File: config.mk
export PLATFORM = sky130hd
export DESIGN_NAME = fifo_word_reader
export DESIGN_NICKNAME = d
export VERILOG_FILES = /design/src/rtl/fifo_word_reader.sv
export SDC_FILE = /design/constraint.sdc
export NUM_CORES = 1
export LEC_CHECK = 0
export ABC_CLOCK_PERIOD_IN_PS = 2300
export CAP_MARGIN = 10
export CORE_MARGIN = 2
export CORE_UTILIZATION = 25
export DETAILED_ROUTE_END_ITERATION = 8
export MAX_ROUTING_LAYER = met4
export PLACE_DENSITY_LB_ADDON = 0.1
export REMOVE_ABC_BUFFERS = 1
export SYNTH_ARGS = -nofsm -noshare
export SYNTH_HDL_FRONTEND = slang
export SYNTH_SLANG_ARGS = --single-unit
File: constraint.sdc
create_clock -name clk -period 2.3 [get_ports clk]
set_input_delay 0.46 -clock clk [delete_from_list [all_inputs] [get_ports clk]]
set_output_delay 0.46 -clock clk [all_outputs]
set_load 0.02 [all_outputs]
File: src/rtl/fifo_word_reader.sv
// Read-side consumer for the 8-bit FIFO: pops bytes, packs them little-endian
// into BPW-byte words, and presents each word on a valid/ready handshake.
module fifo_word_reader #(
  parameter int DATA_W = 8,
  parameter int BPW    = 4,
  parameter int CNT_W  = 5
) (
  input  logic                  clk,
  input  logic                  rst,
  input  logic [DATA_W-1:0]     fifo_op,
  input  logic                  fifo_empty,
  input  logic [CNT_W-1:0]      fifo_cnt,
  output logic                  fifo_rd,
  input  logic                  flush,
  output logic [DATA_W*BPW-1:0] word_out,
  output logic [2:0]            word_bytes,
  output logic                  word_valid,
  input  logic                  word_ready,
  output logic [15:0]           word_cnt
);

  localparam int CW = $clog2(BPW + 1);

  typedef enum logic {FILL, HOLD} state_t;

  state_t          state_reg;
  logic [CW-1:0]   issued_reg;
  logic [CW-1:0]   captured_reg;
  logic            pending_reg;
  logic [CW-1:0]   captured_next;
  logic            full_next;
  logic            flush_go;
  logic            handshake;
  logic [BPW-1:0]  lane_we;
  logic            unused_fifo_cnt;

  assign unused_fifo_cnt = ^fifo_cnt;

  assign fifo_rd = rst && (state_reg == FILL) && !fifo_empty
                   && (issued_reg < CW'(BPW));

  assign captured_next = captured_reg + CW'(1);
  assign full_next     = pending_reg && (captured_next == CW'(BPW));
  assign handshake     = word_valid && word_ready;

  // A partial word may only leave once every issued byte has landed.
  assign flush_go = (state_reg == FILL) && flush && fifo_empty && !pending_reg
                    && (issued_reg == captured_reg) && (captured_reg != '0);

  // Each byte lane is its own register, cleared whenever a word is handed off.
  for (genvar gi = 0; gi < BPW; gi++) begin : g_lane
    logic [DATA_W-1:0] lane_reg;

    assign lane_we[gi] = pending_reg && (captured_reg == CW'(gi));
    assign word_out[gi*DATA_W +: DATA_W] = lane_reg;

    always_ff @(posedge clk) begin
      if (!rst) begin
        lane_reg <= '0;
      end else if (handshake) begin
        lane_reg <= '0;
      end else if (lane_we[gi]) begin
        lane_reg <= fifo_op;
      end
    end
  end

  always_ff @(posedge clk) begin
    if (!rst) begin
      state_reg    <= FILL;
      issued_reg   <= '0;
      captured_reg <= '0;
      pending_reg  <= 1'b0;
      word_bytes   <= '0;
      word_valid   <= 1'b0;
      word_cnt     <= '0;
    end else begin
      pending_reg <= fifo_rd;
      if (fifo_rd) begin
        issued_reg <= issued_reg + CW'(1);
      end
      if (pending_reg) begin
        captured_reg <= captured_next;
      end

      case (state_reg)
        FILL: begin
          if (full_next) begin
            state_reg  <= HOLD;
            word_valid <= 1'b1;
            word_bytes <= 3'(BPW);
          end else if (flush_go) begin
            state_reg  <= HOLD;
            word_valid <= 1'b1;
            word_bytes <= 3'(captured_reg);
          end
        end
        HOLD: begin
          if (word_ready) begin
            state_reg    <= FILL;
            word_valid   <= 1'b0;
            word_bytes   <= '0;
            word_cnt     <= word_cnt + 16'd1;
            issued_reg   <= '0;
            captured_reg <= '0;
          end
        end
        default: state_reg <= FILL;
      endcase
    end
  end

endmodule

; ---- After elaboration in Yosys (flattened, before gate mapping)
; Cells that the tools add are included.
[word_totals]
ff_bits = 60
latchBits = 0
ramBits = 0
romBits = 0
inputBits = 18
out_inout_bits = 53
word_cells = 63
n_memories = 0
[op_classes]
n_addsub = 3
multipliers = 0
n_div = 0
order_cmp = 1
n_eq_ne = 7
shifts = 0
mux = 18
bitwise = 2
n_reduce_logical = 21
[op_table]
columns = cell, count
row1 = $mux 3, 9
row2 = $add 16x1->16 const B, 1
row3 = $logic_and 1x1->1, 14
row4 = $add 3x1->3 const B, 2
row5 = $eq 3x2->1 const B, 2
row6 = $mux 1, 6
row7 = $pmux 3 s2, 1
row8 = $pmux 1 s2, 2
row9 = $reduce_and 2->1, 2
row10 = $eq 3x1->1 const B, 1
row11 = $eq 3x3->1, 1
row12 = $eq 3x3->1 const B, 1
row13 = $logic_not 3->1, 1
row14 = $lt 3x3->1 const B, 1
row15 = $ne 3x3->1 const B, 1
row16 = $reduce_bool 3->1, 1
row17 = $logic_not 1->1, 2
row18 = $ne 2x2->1 const B, 1
row19 = $not 1->1, 2
row20 = $reduce_or 2->1, 1

; ---- Depth between registers and ports, before layout
; Gate-level depths: netlist of the first run.
[logic_depth]
ltp_word = 9
ltp_mapped = 7

; ---- Least setup slack after synthesis of the first run
; Ideal clock, no wire load.
[synth_timing]
path_kind = reg2reg
startpoint = register captured_reg[0]
endpoint = register word_bytes[0]
setup_time_ps = 72
arrival_time_ps = 1739
slack_ps = 489
stages_incl_launch_ff = 8
period_less_slack_ps = 1811
path_cell_list = dfxtp_1 -> inv_1 -> ha_1 -> clkbuf_1 -> nor3_1 -> o2111ai_1 -> a21oi_1 -> mux2i_1
[synth_between]
elab_chain_cells = 5
elab_cells_between_ends = 12
[synth_lines]
columns = item, line
row1 = start: declaration, 28  ; logic [CW-1:0] captured_reg;
row2 = start signal: assignment, 83  ; captured_reg <= captured_next;
row3 = $add 3x1->3 / $eq 3x3->1 (equally long branches), "42, 48"
row4 = $eq 3x3->1 / $logic_and 1x1->1 (equally long branches), "43, 48"
row5 = "$logic_and 1x1->1, on equally long branches", "43, 48"
row6 = $mux 3 / $ne 3x3->1 (equally long branches), -
row7 = $pmux 3 s2 / $reduce_and 2->1 (equally long branches), -
row8 = end signal: assignment, 91  ; word_bytes <= 3'(BPW);
row9 = end signal: assignment, 95  ; word_bytes <= 3'(captured_reg);
row10 = end: declaration, 16  ; output logic [2:0] word_bytes,
; Several ways; a longest one is shown, not always the timed one. The select of a mux whose other input is x is not followed.
; A chain may end at the register's enable or synchronous reset.

; ---- Worst setup path in the final report of the first run
[layout_timing]
startpoint = input port rst
endpoint = output port fifo_rd
[layout_between]
elab_chain_cells = 3
[layout_lines]
columns = item, line
row1 = start: declaration, 9  ; input logic rst,
row2 = $logic_and 1x1->1 (2 in a row), 39  ; assign fifo_rd = rst && (state_reg == FILL) && !fifo_empty
row3 = $logic_and 1x1->1, 40  ; && (issued_reg < CW'(BPW));
row4 = end: declaration, 13  ; output logic fifo_rd,
; No other way between the ends.

==> results of run 1 <==
-- what timing repair did --
action / 4_1_cts / 5_1_grt
gates resized for setup: 1 / 0
endpoints found under the setup margin: 1 / 0
hold endpoints to repair: 0 / 0
-- cell families (layout without fill, tap and decap cells) --
logic type / after synthesis / count (layout)
multiplexers: 5 / 5
adder cells (fa/ha/maj): 8 / 8
XOR/XNOR: 12 / 12
AND/OR/NAND/NOR: 129 / 129
AO/OA/AOI/OAI: 54 / 54
flip-flops: 60 / 60
buffers and inverters: 20 / 101
-- cells in the mapped netlist --
library cell | number | share of area (%)
dfxtp_1 | 60 | 49
nand2_1 | 49 | 7.4
a21oi_1 | 43 | 8.7
nand3_1 | 40 | 8.1
nor2_1 | 14 | 2.1
clkbuf_1 | 9 | 1.4
ha_1 | 8 | 4.0
xor2_1 | 8 | 2.8
inv_1 | 5 | 0.76
mux2i_1 | 5 | 2.0
nand4_1 | 5 | 1.3
o21ai_0 | 5 | 1.0
buf_2 | 4 | 0.81
xnor2_1 | 4 | 1.4
or3_1 | 3 | 0.76
and2_1 | 2 | 0.51
and4_1 | 2 | 0.71
o31ai_1 | 2 | 0.61
or3_2 | 2 | 0.61
or4_1 | 2 | 0.61
a211oi_1 | 1 | 0.30
a31oi_1 | 1 | 0.25
and3_1 | 1 | 0.25
and3b_1 | 1 | 0.35
and4_4 | 1 | 0.46
buf_1 | 1 | 0.15
clkinv_1 | 1 | 0.15
nand3_2 | 1 | 0.40
nand3b_1 | 1 | 0.30
nand4_4 | 1 | 0.86
nor2b_1 | 1 | 0.25
nor3_1 | 1 | 0.20
nor4_1 | 1 | 0.25
nor4_4 | 1 | 0.86
o2111ai_1 | 1 | 0.35
o21a_1 | 1 | 0.30
-- worst max path at each step --
stage                           start  cells after the start               endpoint
after global placement            rst                      4                fifo_rd
after CTS                         rst                      4                fifo_rd
final                             rst                      4                fifo_rd
after detailed placement          rst                      4                fifo_rd
after floorplan           pending_reg                      4  g_lane[0].lane_reg[0]
after global routing              rst                      4                fifo_rd
-- stage by stage --
| stage | hold slack [ps] | total power, W |
|---|---|---|
| floorplan | 497 | 0.00120 |
| global placement | 443 | 0.00132 |
| detailed placement | 448 | 0.00132 |
| CTS | 458 | 0.00239 |
| global route | 472 | 0.00245 |
| finish | 455 | 0.00234 |
-- layout make-up --
type / instances / area (µm²)
Tap cell: 133 / 166
Sequential cell: 60 / 1200
Clock inverter: 5 / 75.1
Multi-Input combinational cell: 208 / 1190
Clock buffer: 11 / 141
Inverter: 6 / 22.5
Fill cell: 1055 / 6130
Timing Repair Buffer: 79 / 754
-- worst min-delay path, cell delays in order, from the launching register on --
cell and delay, ps:
dfxtp_1 310, nand2_1 50, a21oi_1 50
-- where the power goes --
part / leakage [nW] / switching [W] / total, W / internal, W
logic: 0.628 / 0.000121 / 0.000210 / 0.0000888
clock network: 0.113 / 0.000417 / 0.00105 / 0.000634
registers: 0.485 / 0.0000185 / 0.00108 / 0.00106
total: 1.23 / 0.000557 / 0.00234 / 0.00178
-- metal layers --
metal | wire length (µm) | vias to the layer above
met5 | 0 | -
met4 | 89 | 0
met3 | 245 | 10
met2 | 3150 | 37
met1 | 3200 | 1090
li1 | - | 1154
==> metrics.md, run 1 <==
| Metric | Value |
|---|---|
| Status | complete, no violations |
| Port bufs | 65 |
| Setup WS post-layout | 151 ps |
| Nature of the critical path endpoint | primary output |
| Endpoints failing hold | 0 |
| # Post-CTS Setup Buffers | 0 |
| Worst hold path depth | 2 |
| R2r setup slk | 550 ps |
| Worst EP required | 1840 ps |
| Setup Crit Path Kind | in -> out |
| Post-synthesis xor/xnor area fraction | 4.25% |
| Yosys reg bits | 60 |
| Crit start category | input port |
| HPWL Detailed | 4.68 mm |
| Remaining DRCs | 0 |
| Proportion of layout cells with a drive suffix above 1 | 9.49% |
| Hold path start | g_lane[2].lane_reg[5] |
| Antenna cells | 0 |
| Fmax | 465 MHz |
| Reg2reg end | word_bytes[2] |
| Max clock buf depth | 2 |
| Rows | 36 |
| CTS root buffer | clkbuf_8 |
| Largest net degree at the start of global routing | 33 |
| P&R area growth vs syn | 43.7% |
| R2r startpoint | captured_reg[1] |
| Reg clk slew, reported paths | 70 ps |
| Met2 Use GR | 20.0% |
| Commonest non-fill, non-tap cell in the layout | clkdlybuf4s50_1 |
| Setup TNS | 0 ps |
| Met3 global-route usage | 3.70% |
| Placer Congestion | 0.709 |
| DP Worst Slack | -143 ps |
| Final ANT Viol Nets | 0 |
| CTS tree | yes |
| Number of global-route vias before repair | 2105 |
| Post-Syn Area | 2470 µm² |
| Clock latency on the worst-skew pair | 340 ps |
| Die Y | 103 µm |
| Final wirelength | 6.68 mm |
| Crit-path max cell delay | 480 ps |
| Number of placed cells counting well taps | 486 |
| Inserted Clock Buffers | 9 |
| Initial drt markers | 97 |
| Largest register FFs | 32 |
| Cell Count, Final, Fillers Out | 502 |
| Final nets | 390 |
| Relative slew slack | 75.0% |
| Pwr Density | 659 nW/µm² |
| Synth warnings | 0 |
| Hold Path End | g_lane[2].lane_reg[5] |
| Syn_area_per_cell | 8.58 µm² |
| GR Layer Usage met1 | 17.9% |
| Mux contribution to synthesized area | 2.02% |
| Die Area | 10700 µm² |
| Register-to-Register Path Depth | 6 |
| Worst min path class | reg -> reg |
| Vias/cell | 4.56 |
| Arrival time at the worst endpoint | 1690 ps |
| Worst path bufs/invs | 3 |
| H-tree depth | 3 |
| Final core utilization | 36.7% |
| Total global-route track usage | 13.7% |
| Max-slew violations | 0 |
| Simple-Gate Fraction of Synth Area | 26.3% |
| Initial core utilization | 25.5% |
| I/O Pins | 71 |
| CP Cell Sequence | clkdlybuf4s50_1 -> clkinv_1 -> nor4_4 -> dlygate4sd2_1 |
| Synth Area in Compound Gates | 11.5% |
| Commonest cells after routing, fill and taps aside | clkdlybuf4s50_1, dfxtp_1, nand2_1 |
| Final instance area | 3550 µm² |
| Unrepaired setup endpoints after global routing | no |
| Final Setup Violations | 0 |
| Tmin final | 2150 ps |
| Remaining Overflow, GRT | 0 |
| Cts-stage hold buffer count | 0 |
| Worst VDD drop | 0.296 mV |
| Largest family of logic cells by synthesized area | simple AND/OR/NAND/NOR gates |
| Critical-path top delay cell | clkdlybuf4s50_1 |
| CP delay by family, top | buffers and inverters |
| Clk sinks | 60 |
| Post-Synthesis Cells | 288 |
| DR pass1 iterations | 4 |
| Max Cap Viol | 0 |
| Worst clock skew | 10.2 ps |
| Critical path fanouts, max | 2 |
| Adder-cell share of the synthesized area | 4.05% |
| Slew @ Worst Pin | 375 ps |
| Initial antenna violation count | 0 |
| Vias | 2291 |
| Post-synthesis sequential area ratio | 48.6% |
| DR WL/cell | 13.3 µm |
| Period utilization | 93.4% |
| Die width | 103 µm |
| Layer with the highest usage | met2 |
| Leakage | 1.23 nW |
| Synth cell types | 36 |
| Global-route wire length before repair | 10.7 mm |
| DP Area | 3340 µm² |
| Core area | 9680 µm² |
Note: power is estimated with default switching activity, not from simulation.
==> inputs of run 2 (changes only) <==
Settings changed: CTS_BUF_LIST from default to sky130_fd_sc_hd__clkbuf_4.
==> run 2 against run 1 <==
Effect of this change:
- utilization shrank 0.65 points
- clock skew grew 12 ps
- cell area shrank 1.8%
- setup slack did not move
- power fell by 9.3%
- worst hold slack gained 6.9 ps
- wire length down 0.13%
- critical endpoint unchanged
- die area stayed put
- highest routed layer unchanged
- flip-flop and latch count did not move
==> metrics.md, run 2 (synthesized netlist as in run 1, its figures left out) <==
| Metric | Value |
|---|---|
| Setup TNS | 0 ps (unchanged) |
| Core area | 9680 µm² (unchanged) |
| Crit-path max cell delay | 480 ps (about the same) |
| Cts repair resizes | 1 (unchanged) |
| Register-to-Register Path Depth | 6 (unchanged) |
| Pwr Density | 608 nW/µm² (was 659 nW/µm²) |
| DR pass1 iterations | 4 (unchanged) |
| Vias/cell | 4.52 (was 4.56) |
| CTS root buffer | clkbuf_4 (was clkbuf_8) |
| Die width | 103 µm (unchanged) |
| Worst path bufs/invs | 3 (unchanged) |
| Antenna cells | 0 (unchanged) |
| Remaining Overflow, GRT | 0 (unchanged) |
| Initial drt markers | 93 (was 97) |
| Final ANT Viol Nets | 0 (unchanged) |
| Arrival time at the worst endpoint | 1690 ps (about the same) |
| Endpoints failing hold | 0 (unchanged) |
| Die Area | 10700 µm² (unchanged) |
| Global-route wire length before repair | 10.6 mm (was 10.7 mm) |
| Relative slew slack | 74.4% (was 75.0%) |
| Status | complete, no violations (unchanged) |
| Number of placed cells counting well taps | 486 (unchanged) |
| Remaining DRCs | 0 (unchanged) |
| CP Cell Sequence | clkdlybuf4s50_1 -> clkinv_1 -> nor4_4 -> dlygate4sd2_1 (unchanged) |
| Proportion of layout cells with a drive suffix above 1 | 9.49% (unchanged) |
| Critical path fanouts, max | 2 (unchanged) |
| R2r setup slk | 540 ps (was 550 ps) |
| CP delay by family, top | buffers and inverters (unchanged) |
| Inserted Clock Buffers | 9 (unchanged) |
| Top sig layer | met4 (unchanged) |
| Crit start category | input port (unchanged) |
| DR WL/cell | 13.3 µm (about the same) |
| Critical-path top delay cell | clkdlybuf4s50_1 (unchanged) |
| Hold path start | g_lane[0].lane_reg[0] (was g_lane[2].lane_reg[5]) |
| Initial antenna violation count | 0 (unchanged) |
| Worst min path class | reg -> reg (unchanged) |
| # Post-CTS Setup Buffers | 0 (unchanged) |
| Final nets | 390 (unchanged) |
| Filler instances | 1064 (was 1055) |
| Period utilization | 93.4% (unchanged) |
| I/O Pins | 71 (unchanged) |
| Cts-stage hold buffer count | 0 (unchanged) |
| Final wirelength | 6.67 mm (was 6.68 mm) |
| P&R area growth vs syn | 41.1% (was 43.7%) |
| Setup crit end | fifo_rd (unchanged) |
| Reg2reg end | word_bytes[2] (unchanged) |
| Unrepaired setup endpoints after global routing | no (unchanged) |
| HPWL Detailed | 4.68 mm (unchanged) |
| Setup Crit Path Kind | in -> out (unchanged) |
| Fmax | 465 MHz (unchanged) |
| Commonest cells after routing, fill and taps aside | clkdlybuf4s50_1, dfxtp_1, nand2_1 (unchanged) |
| Slew @ Worst Pin | 384 ps (was 375 ps) |
| Nature of the critical path endpoint | primary output (unchanged) |
| Total global-route track usage | 13.5% (was 13.7%) |
| Largest net degree at the start of global routing | 33 (unchanged) |
| Port bufs | 65 (unchanged) |
| Rows | 36 (unchanged) |
| Clk sinks | 60 (unchanged) |
| Wire length on met3 | 244 µm (was 245 µm) |
| Vias | 2270 (was 2291) |
| Commonest non-fill, non-tap cell in the layout | clkdlybuf4s50_1 (unchanged) |
| Total power | 0.00212 W (was 0.00234 W) |
| Max clock buf depth | 2 (unchanged) |
| Reg clk slew, reported paths | 100 ps (was 70 ps) |
| R2r startpoint | captured_reg[1] (unchanged) |
| Met2 WL | 3.10 mm (was 3.15 mm) |
| Number of global-route vias before repair | 2071 (was 2105) |
| Worst VDD drop | 0.268 mV (was 0.296 mV) |
| Max Cap Viol | 0 (unchanged) |
| Leakage | 1.20 nW (was 1.23 nW) |
| Critical Path Source | rst (unchanged) |
| Placer Congestion | 0.709 (unchanged) |
| CTS tree | yes (unchanged) |
| Die Y | 103 µm (unchanged) |
| Largest register FFs | 32 (unchanged) |
| Tmin final | 2150 ps (unchanged) |
| Stages on the worst setup path | 4 (unchanged) |
| Worst clock skew | 22.2 ps (was 10.2 ps) |
| Initial core utilization | 25.5% (unchanged) |
| Max-slew violations | 0 (unchanged) |
| Cell Count, Final, Fillers Out | 502 (unchanged) |
| Post-Route M1 WL | 3.26 mm (was 3.20 mm) |
| Final Setup Violations | 0 (unchanged) |
| Clock latency on the worst-skew pair | 400 ps (was 340 ps) |
| H-tree depth | 3 (unchanged) |
| Worst EP required | 1840 ps (about the same) |
==> run 2: report_power, final <==
group	internal, W	switching [W]	total (W)
logic	0.0000888	0.000121	0.000210
registers	0.00106	0.0000185	0.00108
clock network	0.000445	0.000390	0.000835
total	0.00159	0.000529	0.00212
==> run 2: layout make-up <==
| type | instances | area (µm²) | share of cell area (%) |
|---|---|---|---|
| timing repair buffer | 79 | 754 | 21.6 |
| clock inverter | 6 | 78.8 | 2.26 |
| inverter | 6 | 22.5 | 0.645 |
| multi-input combinational | 208 | 1190 | 34.1 |
| sequential | 60 | 1200 | 34.4 |
| clock buffer | 10 | 75.1 | 2.15 |
| tap | 133 | 166 | 4.77 |
==> run 2: worst min-delay path by stage <==
stage	cells past startpoint	to	slack (ps)
after floorplan	1	pending_reg	500
after global placement	2	g_lane[0].lane_reg[0]	440
after detailed placement	2	word_bytes[2]	450
after CTS	2	g_lane[2].lane_reg[2]	460
after global routing	2	g_lane[1].lane_reg[7]	480
final	2	g_lane[0].lane_reg[0]	460
==> run 2: worst min-delay path: cells and delay by family, from the launching register on <==
family	cells	cell delay, ps
AOI/OAI and AO/OA	1	50
DFF	1	320
and+or+nand+nor	1	50
==> run 2: stage by stage <==
step                utilization, %  cell area (µm²)  hold slack [ps]  worst slack [ps]
floorplan                        -             2410              497              72.7
global placement              34.5             3340              443              -150
detailed placement            34.5             3340              448              -143
CTS                           36.0             3490              463               130
global route                  36.0             3490              479              72.4
finish                        36.0             3490              462               151
==> run 2: per-layer routing <==
metal	vias up	track usage [%]
met5	-	-
met1	1072	17.7
li1	1156	-
met3	8	4.50
met2	34	19.9
met4	0	3.64
==> inputs of run 3 (changes only) <==
Settings changed: TNS_END_PERCENT from default to 30.
==> results of run 3 <==
The final DEF is identical to that of run 2; final timing and power are the same.
==> variant 1 (config.mk and constraints of run 2) <==
Set the parameter `DATA_W` to 10 (it was 8).
--- a/src/rtl/fifo_word_reader.sv
+++ b/src/rtl/fifo_word_reader.sv
@@ -3,3 +3,3 @@
 module fifo_word_reader #(
-  parameter int DATA_W = 8,
+  parameter int DATA_W = 10,
   parameter int BPW    = 4,
Interface: changed (resized fifo_op and word_out); port bits go from 71 to 81. No check against the original RTL was run, so the function may have changed too.
==> variant 1 against run 2 <==
- clock skew up 0.0028 ns
- die area up 9.3%
- critical path depth did not move
- total power is 0.17% higher
- largest power group unchanged
- routed wire length grew 15%
- combinational power up 17%
- highest routed layer unchanged
- cell area grew 8.7%
- sequential cell count grew 8
- area after synthesis rose by 9.7%
- setup slack better by 0.0096 ns
==> variant 1: results (changes against run 2) <==
----------------------------------------------------
[Logic synthesis]
  Sequential area share after synthesis ... 50.2% (+1.6 points)
  Number of different library cells in the post-synthesis netlist ... 32 (-11%)
  Cell types occupying the most area after synthesis ... sky130_fd_sc_hd__dfxtp_1, sky130_fd_sc_hd__nand2_1, sky130_fd_sc_hd__a21oi_1
  Share of the synthesized netlist area taken by xor and xnor gates ... 4.52% (+0.27 points)
  Fraction of the mapped netlist area in adder cells ... 3.69% (-0.36 points)
  Cell count after synthesis ... 326 (+13%)
  Most used standard cells in the synthesized netlist ... sky130_fd_sc_hd__nand2_1, sky130_fd_sc_hd__dfxtp_1, sky130_fd_sc_hd__a21oi_1

[Layout]
  Share of layout cells above drive strength 1 ... 7.52% (-2.0 points)
  Buffer share of cell area ... 22.7% (+1.0 points)
  Fraction of area in clock buffers and inverters ... 2.94% (-1.5 points)
  Fraction of area in multi-input gates ... 33.4% (-0.75 points)
  Non-CTS buffers ... 88 (+11%)
  Post-layout instance count excluding filler cells ... 552 (+10%)
  Nets@finish ... 435 (+12%)
  Filler cell count ... 1152 (+8.3%)
  Clock Buffer Count ... 9 (-1)

[Placement]
  Count of input and output buffers ... 75 (+15%)
  Half-perimeter wire length after placement ... 5.38 mm (+15%)
  # placed instances ... 536 (+10%)
  Cell area reported after detailed placement ... 0.00368 mm² (+10%)
  Routability-driven placement congestion ratio ... 0.758 (+6.8%)
  Place WS ... -0.143 ns (+0.0000840 ns)

[Critical path]
  Origin of the critical flop-to-flop path ... captured_reg[0]
  FF-to-FF setup slack ... 0.46 ns (-0.08 ns)

[Detailed routing]
  Total met3 wirelength after detailed routing ... 429 µm (+76%)
  Drt wl/cell ... 13.8 µm (+4.2%)
  Drt pass-1 iters ... 5 (+1)

[GRT]
  Met1 usage ... 19.6% (+1.8 points)
  Via count of the first global-routing pass ... 2285 (+10%)
  Met2 track utilization from global routing ... 18.2% (-1.6 points)
  Fraction of met3 tracks used by global routing ... 2.77% (-1.7 points)

[Pwr]
  Static leakage ... 1.34 nW (+11%)
  Maximum vdd drop ... 0.000278 V (+3.5%)
  Power density of the placed cells ... 561 mW/mm² (-7.8%)

[STA]
  Hold Slack ... 0.460 ns (-0.00192 ns)
  Clock skew after layout ... 0.0251 ns (+0.00285 ns)

[Worst hold path]
  Endpoint of the worst hold-timing path ... g_lane[1].lane_reg[8]

[Clock network]
  Latest clock arrival within the worst-skew pair ... 0.42 ns (+0.02 ns)

[Outcome]
  Run status ... finished clean

----------------------------------------------------
[variant 1: changes by cell type after synthesis, sizes merged, moves of 4 or more]
| cell | before | now |
|---|---|---|
| nor2 | 14 | 18 |
| clkbuf | 9 | 16 |
| or3 | 5 | 1 |
| xor2 | 8 | 12 |
| nand2 | 49 | 71 |
| dfxtp | 60 | 68 |
[variant 1: power breakdown]
group          leakage (nW)  total [mW]  switching (mW)  internal, mW
Sequential            0.550        1.22          0.0180          1.20
Combinational         0.722       0.245           0.142         0.102
Clock                0.0631       0.662           0.446         0.216
Total                  1.34        2.13           0.606          1.52
[variant 1: how the worst max path moves through the flow]
stage | to | slack (ns) | cells after the start
final | fifo_rd | 0.16 | 4
after global routing | fifo_rd | 0.08 | 4
after CTS | fifo_rd | 0.14 | 4
after detailed placement | fifo_rd | -0.14 | 4
after global placement | fifo_rd | -0.15 | 4
after floorplan | g_lane[0].lane_reg[0] | -0.09 | 4
==> variant 2 (config.mk and constraints of run 2) <==
Made on the original files. Put one more register stage on the output `word_cnt`, with the module's reset. The value now appears one clock later. The other outputs are not delayed to match.
--- a/src/rtl/fifo_word_reader.sv
+++ b/src/rtl/fifo_word_reader.sv
@@ -24,2 +24,4 @@
   typedef enum logic {FILL, HOLD} state_t;
+
+  logic [15:0] word_cnt_s0;
 
@@ -75,3 +77,3 @@
       word_valid   <= 1'b0;
-      word_cnt     <= '0;
+      word_cnt_s0  <= '0;
     end else begin
@@ -102,3 +104,3 @@
             word_bytes   <= '0;
-            word_cnt     <= word_cnt + 16'd1;
+            word_cnt_s0  <= word_cnt_s0 + 16'd1;
             issued_reg   <= '0;
@@ -112,2 +114,10 @@
 
+  always_ff @(posedge clk) begin
+    if (!rst) begin
+      word_cnt <= '0;
+    end else begin
+      word_cnt <= word_cnt_s0;
+    end
+  end
+
 endmodule
Function: changed (Yosys sat finds a counterexample within 10 cycles, from zero or initial values and one cycle with rst low).
==> variant 2 against run 2 <==
- total power up 22%
- setup slack better by 0.030 ns
- worst hold slack worse by 0.0027 ns
- cell area increased by 11%
- area after synthesis up 16%
- count of clock-buffer cells in the layout stayed put
- final cell count rose by 7.0%
- sequential cell count rose by 16
- synthesized cell count up 12%
- sequential share of layout area up 4.9 points
- routed wire length up 10%
- critical endpoint unchanged
- largest cell class unchanged
- largest power group unchanged
==> variant 2: results (changes against run 2) <==
----------------------------------------------------
[Placement]
  Routability-driven placement congestion ratio ... 0.716 (+0.90%)
  # placed instances ... 521 (+7.2%)
  Cell area reported after detailed placement ... 0.00370 mm² (+11%)
  Half-perimeter wire length after placement ... 5.06 mm (+8.1%)
  Count of input and output buffers ... 65 (unchanged)

[GRT]
  Via count of the first global-routing pass ... 2297 (+11%)
  Total global routing track utilization ... 12.6% (-0.87 points)
  Global-route wire length before repair ... 12.1 mm (+15%)

[Layout]
  Post-layout instance count excluding filler cells ... 537 (+7.0%)
  Nets@finish ... 415 (+6.4%)
  Share of layout cells above drive strength 1 ... 7.11% (-2.4 points)
  Filler cell count ... 1224 (+15%)

[Logic synthesis]
  Fraction of the mapped netlist area in adder cells ... 3.48% (-0.56 points)
  Cell count after synthesis ... 322 (+12%)
  Share of the synthesized netlist area taken by xor and xnor gates ... 4.27% (+0.017 points)
  Sequential area share after synthesis ... 53.0% (+4.4 points)
  Most used standard cells in the synthesized netlist ... sky130_fd_sc_hd__dfxtp_1, sky130_fd_sc_hd__nand2_1, sky130_fd_sc_hd__nand3_1
  Area fraction in compound gates after synthesis ... 8.93% (-2.6 points)
  Number of different library cells in the post-synthesis netlist ... 33 (-8.3%)

[Pwr]
  Maximum vdd drop ... 0.000234 V (-13%)
  Static leakage ... 1.39 nW (+16%)

[Outcome]
  Run status ... finished clean

[Critical path]
  Arrival time of the worst setup path ... 1.66 ns (-0.03 ns)
  Origin of the critical flop-to-flop path ... captured_reg[1]
  Worst reg2reg path endpoint ... word_bytes[1]
  Maximum fanout encountered on the critical timing path ... 4 (+2)

[STA]
  Relative slew margins ... 74.1% (-0.34 points)

[Clock network]
  Latest clock arrival within the worst-skew pair ... 0.42 ns (+0.02 ns)

[Worst hold path]
  Endpoint of the worst hold-timing path ... g_lane[0].lane_reg[4]

[Detailed routing]
  Total via count after detailed routing ... 2368 (+4.3%)
  Number of DRC violations after detailed-routing iteration 0 ... 102 (+9.7%)
  Wire length after detailed routing ... 7.35 mm (+10%)

----------------------------------------------------
==> variant 2: area by class of cell <==
class	instances	area (µm²)	share of cell area, %
Sequential cell	76	1520	39.3
Tap cell	143	179	4.62
Inverter	4	16.3	0.420
Clock buffer	10	75.1	1.94
Clock inverter	6	103	2.65
Multi-Input combinational cell	224	1260	32.7
Timing Repair Buffer	74	713	18.4
==> variant 2: what timing repair did <==
action,CTS,global route
hold endpoints to repair,0,0
setup endpoints to repair,1,1
gates resized for setup,3,1
cloned,0,0
==> variant 2: worst max-delay path, cell delays in order <==
cell and delay, ns:
sky130_fd_sc_hd__clkdlybuf4s50_1 0.55, sky130_fd_sc_hd__clkinv_2 0.15, sky130_fd_sc_hd__nor4_4 0.28, sky130_fd_sc_hd__clkbuf_2 0.21
==> variant 2: per-layer routing <==
| layer | global-route usage [%] | vias up | wire, µm |
|---|---|---|---|
| met2 | 16.9 | 61 | 3070 |
| met1 | 17.8 | 1069 | 3820 |
| li1 | - | 1232 | - |
| met4 | 4.44 | 0 | 91 |
| met3 | 3.99 | 6 | 363 |
| met5 | - | - | 0 |
==> variant 2: metrics by stage <==
step	worst slack (ns)	power (mW)	hold WS (ns)	util, %
4_1_cts	0.00829	2.63	0.464	34.3
2_1_floorplan	0.0731	1.48	0.439	-
6_report	0.181	2.58	0.460	34.2
5_1_grt	0.0949	2.71	0.481	34.2
3_3_place_gp	-0.381	1.60	0.444	32.7
3_5_place_dp	-0.377	1.60	0.447	32.7
==> variant 2: power by group <==
part / leakage [nW] / switching, mW / internal, mW
Sequential: 0.614 / 0.0170 / 1.34
Combinational: 0.684 / 0.127 / 0.0831
Clock: 0.0955 / 0.464 / 0.555
